[src/rtl/seq_detect_param.sv]
// Serial pattern detector: masked PAT_W-bit compare on qualified bits, one-cycle match pulse, saturating match counter.
// Latency: flag rises one cycle after the edge that samples the completing bit; all outputs are registered.
// Backpressure: none; din_valid low simply holds history, fill and counter.
module seq_detect_param #(
    parameter int               PAT_W   = 3,
    parameter logic [PAT_W-1:0] PATTERN = 3'b101,
    parameter logic [PAT_W-1:0] MASK    = '1,
    parameter bit               OVERLAP = 1'b1,
    parameter int               CNT_W   = 8
) (
    input  logic             clk,
    input  logic             rst,
    input  logic             din,
    input  logic             din_valid,
    input  logic             clear_cnt,
    output logic             flag,
    output logic [CNT_W-1:0] match_cnt,
    output logic             cnt_sat
);

    localparam int               FILL_W  = $clog2(PAT_W + 1);
    localparam logic [CNT_W-1:0] CNT_MAX = '1;

    typedef enum logic {
        S_FILL,
        S_ARMED
    } state_t;

    state_t state;
    logic [FILL_W-1:0] fill;

    // Only the older PAT_W-1 bits need storing; the newest bit of the window is din itself.
    logic [PAT_W-2:0] hist;
    logic [PAT_W-1:0] win;
    logic             near_full;
    logic             hit;

    logic [CNT_W-1:0] cnt_base;
    logic [CNT_W-1:0] cnt_inc;
    logic [CNT_W-1:0] cnt_nxt;
    logic             sat_base;
    logic             sat_nxt;

    always_comb begin
        win       = {hist, din};
        near_full = (state == S_ARMED) || (fill == FILL_W'(PAT_W - 1));
        hit       = din_valid && near_full && (((win ^ PATTERN) & MASK) == '0);
    end

    // Clear is applied before the hit is counted, so clear+hit lands on 1.
    always_comb begin
        cnt_base = clear_cnt ? '0 : match_cnt;
        sat_base = clear_cnt ? 1'b0 : cnt_sat;
        cnt_inc  = cnt_base + CNT_W'(1);
        cnt_nxt  = cnt_base;
        sat_nxt  = sat_base;
        if (hit) begin
            if (cnt_base != CNT_MAX) begin
                cnt_nxt = cnt_inc;
                if (cnt_inc == CNT_MAX) begin
                    sat_nxt = 1'b1;
                end
            end else begin
                sat_nxt = 1'b1;
            end
        end
    end

    always_ff @(posedge clk) begin
        if (rst) begin
            state     <= S_FILL;
            fill      <= '0;
            hist      <= '0;
            flag      <= 1'b0;
            match_cnt <= '0;
            cnt_sat   <= 1'b0;
        end else begin
            flag      <= hit;
            match_cnt <= cnt_nxt;
            cnt_sat   <= sat_nxt;
            if (din_valid) begin
                if (hit && !OVERLAP) begin
                    state <= S_FILL;
                    fill  <= '0;
                    hist  <= '0;
                end else begin
                    hist <= win[PAT_W-2:0];
                    if (state == S_FILL) begin
                        fill <= fill + FILL_W'(1);
                        if (fill == FILL_W'(PAT_W - 1)) begin
                            state <= S_ARMED;
                        end
                    end
                end
            end
        end
    end

endmodule

[config.mk]
export PLATFORM = sky130hd
export DESIGN_NAME = seq_detect_param
export DESIGN_NICKNAME = d
export VERILOG_FILES = /design/src/rtl/seq_detect_param.sv
export SDC_FILE = /design/constraint.sdc
export NUM_CORES = 1
export LEC_CHECK = 0
export ABC_AREA = 1
export CAP_MARGIN = 20
export CORE_MARGIN = 2
export CORE_UTILIZATION = 40
export DETAILED_ROUTE_END_ITERATION = 6
export PLACE_DENSITY = 0.65
export SYNTH_ARGS = -nofsm -noshare
export SYNTH_HDL_FRONTEND = slang
export SYNTH_SLANG_ARGS = --single-unit
[constraint.sdc]
create_clock -name clk -period 1.5 [get_ports clk]
set_clock_uncertainty 0.05 [all_clocks]
set_input_delay 0.3 -clock clk [delete_from_list [all_inputs] [get_ports clk]]
set_output_delay 0.3 -clock clk [all_outputs]
set_load 0.05 [all_outputs]
==> results.sh <==
export IMPL_status="finished, final reports clean"
export IMPL_cp_end_kind="register"
export IMPL_overflow=0
export IMPL_first_pass_iters=4
export IMPL_io_pins=15
export IMPL_tritoncts="built"
export IMPL_reg2reg_slack_ns=0.1
export IMPL_initial_utilization=0.423
export IMPL_synth_area_leader_cell="dfxtp_1"
export IMPL_std_cell_rows=16
export IMPL_yosysUniqueCellTypes=21
export IMPL_critPathLaunchType="register"
export IMPL_max_cap_viol_count=0
export IMPL_critPathLaunch="fill[0]"
export IMPL_fmax_mhz=714
export IMPL_setup_violations=0
export IMPL_clock_path_buffers=2
export IMPL_required_ns=1.64
export IMPL_yosys_area_share_simple=0.412
export IMPL_routed_wl_mm=1.87
export IMPL_r2r_start="fill[0]"
export IMPL_final_common_cell="nand2_1"
export IMPL_synthXorXnorAreaFrac=0.0107
export IMPL_fin_ws_ns=0.100
export IMPL_ant_nets=0
export IMPL_syn_cell_area_sq_um=822
export IMPL_synth_compound_area_frac=0.0913
export IMPL_die_h_um=49.3
export IMPL_post_dp_hpwl_mm=1.46
export IMPL_drt_initial_drc_count=27
export IMPL_antenna_found_initial=0
export IMPL_htree_levels=1
export IMPL_r2r_end="match_cnt[3]"
export IMPL_finalNetCount=161
export IMPL_fin_area_sq_mm=0.00127
export IMPL_synthAdderAreaFrac=0.0304
export IMPL_vias_per_cell=4.82
export IMPL_p_leak_nw=0.566
export IMPL_root_buffer="clkbuf_4"
export IMPL_critical_path_class="register to register"
export IMPL_clk_pin_slew_ns=0.09
export IMPL_drc=0
export IMPL_io_buffers=14
export IMPL_vdd_drop_max_uv=502
export IMPL_die_w_um=49.3
export IMPL_cp_arrival_ns=1.54
export IMPL_cts_buffers=3
export IMPL_grt_use_total=0.169
export IMPL_powerDensity_mw_per_mm2=569
export IMPL_yosys_area_top_type_share=0.365
export IMPL_core_sq_mm=0.00194
export IMPL_drive_gt1_frac=0.353
export IMPL_synth_top_family_by_area="simple AND/OR/NAND/NOR gates"
export IMPL_dieArea_sq_mm=0.00243
export IMPL_timing_final_crit_share=0.933
export IMPL_grt_max_degree=10
export IMPL_syn_inst=121
export IMPL_yosysSeqAreaShare=0.365
export IMPL_area_growth_pct=55.1
export IMPL_period_minus_slack_ns=1.40
export IMPL_tightest_slew_ns=0.296
export IMPL_clock_latency_ns=0.28
export IMPL_via_count=868
export IMPL_worstHoldPathType="register to register"
export IMPL_synth_area_leaders="dfxtp_1 37%, nand2_1 16%, inv_1 7.8%"
export IMPL_worst_path_max_fanout=6
export IMPL_gp_congestion=0.892
export IMPL_antennaDiodeCount=0
export IMPL_slew_viol_final=0
export IMPL_synthMuxAreaShare=0
export IMPL_synth_nets=128
export IMPL_dp_slack_ns=-0.332
export IMPL_first_global_vias=784
export IMPL_ys_seq_elements=15
export IMPL_worstRegToRegCells=11
export IMPL_power_total_uw=726
export IMPL_cp_endpoint="match_cnt[3]"
export IMPL_mostFrequentLayoutCells="34 x nand2_1, 16 x inv_1, 13 x nor2_1, 13 x buf_4, 10 x buf_12"
export IMPL_max_slew_margin=0.803
export IMPL_place_area_sq_mm=0.00121
export IMPL_hold_buffers=0
export IMPL_grt_first_pass_wirelength_mm=3.19
export IMPL_clock_sinks=15
export IMPL_syn_avg_cell_area_sq_um=6.79
export IMPL_rsz0062_at_grt="no"
export IMPL_wire_per_inst_um=10.4
export IMPL_yosys_warnings=0
export IMPL_hold_viol=0
[registers in the layout (all words and copies together), names as in the netlist]
register   count
hist           2
cnt_sat        1
match_cnt      8
state          1
fill           2
flag           1
[synth_stat cells (all sizes together)]
cell type  instances
o21ai              5
nand3              9
xor2               1
inv               18
a211oi             2
dfxtp             15
a21oi              7
clkbuf             1
nand2             38
nor3               2
nor2              19
nand4              2
ha                 2
[worst min-delay path by stage]
stage	startpoint	endpoint	slack, ns	cells after the start
finish	hist[0]	hist[0]	0.43	2
global route	hist[0]	hist[0]	0.45	2
CTS	hist[0]	hist[0]	0.43	2
detailed placement	hist[0]	hist[0]	0.42	2
global placement	hist[0]	hist[0]	0.40	2
floorplan	din_valid	hist[1]	0.35	1
[logic make-up (layout without fill, tap and decap cells)]
logic type                 after synthesis  in the layout
AOI/OAI and AO/OA                       14             14
adders and majority gates                2              2
DFF                                     15             15
and+or+nand+nor                         70             70
xor gates and xnor gates                 1              1
buffers and inverters                   19             51
[routing by layer]
metal / up-vias / GRT usage / wire length, um
met5: - / 0 / 0
met4: 0 / 0.0524 / 7
met3: 2 / 0.0399 / 95
met2: 24 / 0.279 / 937
met1: 396 / 0.215 / 828
li1: 446 / - / -
[stage by stage]
stage	utilization	hold WS [ns]	std cells	TNS [ns]
floorplan	-	0.349	121	0
global placement	0.621	0.400	175	-2.27
detailed placement	0.621	0.416	175	-2.59
CTS	0.637	0.430	179	0
global route	0.657	0.454	180	0
finish	0.657	0.425	180	0
[power by group]
part           total [mW]  internal (mW)  switching [mW]
clock               0.232          0.103           0.129
combinational      0.0811         0.0365          0.0447
sequential          0.413          0.406         0.00635
total               0.726          0.546           0.180
[final cells by class]
| class | instances | area (sq um) |
|---|---|---|
| Fill cell | 182 | 667 |
| Multi-Input combinational cell | 87 | 474 |
| Timing Repair Buffer | 29 | 359 |
| Sequential cell | 15 | 312 |
| Inverter | 18 | 70.1 |
| Tap cell | 27 | 33.8 |
| Clock buffer | 4 | 26.3 |
[worst max-delay path, stage by stage, from the launching register on]
cell and delay, ns:
dfxtp_1 0.32, inv_1 0.07, ha_1 0.14, inv_1 0.04, nand2_1 0.06, inv_2 0.05, nor3_4 0.15, buf_6 0.15
buf_6 0.11, nand3_1 0.06, nand2_1 0.07, inv_1 0.04
[what timing repair did]
item                       CTS  global route
setup buffers                0             1
pin swaps                    0             1
resized for setup            3            10
setup endpoints to repair    4             7
No activity file was read; power rests on OpenSTA's default activity.
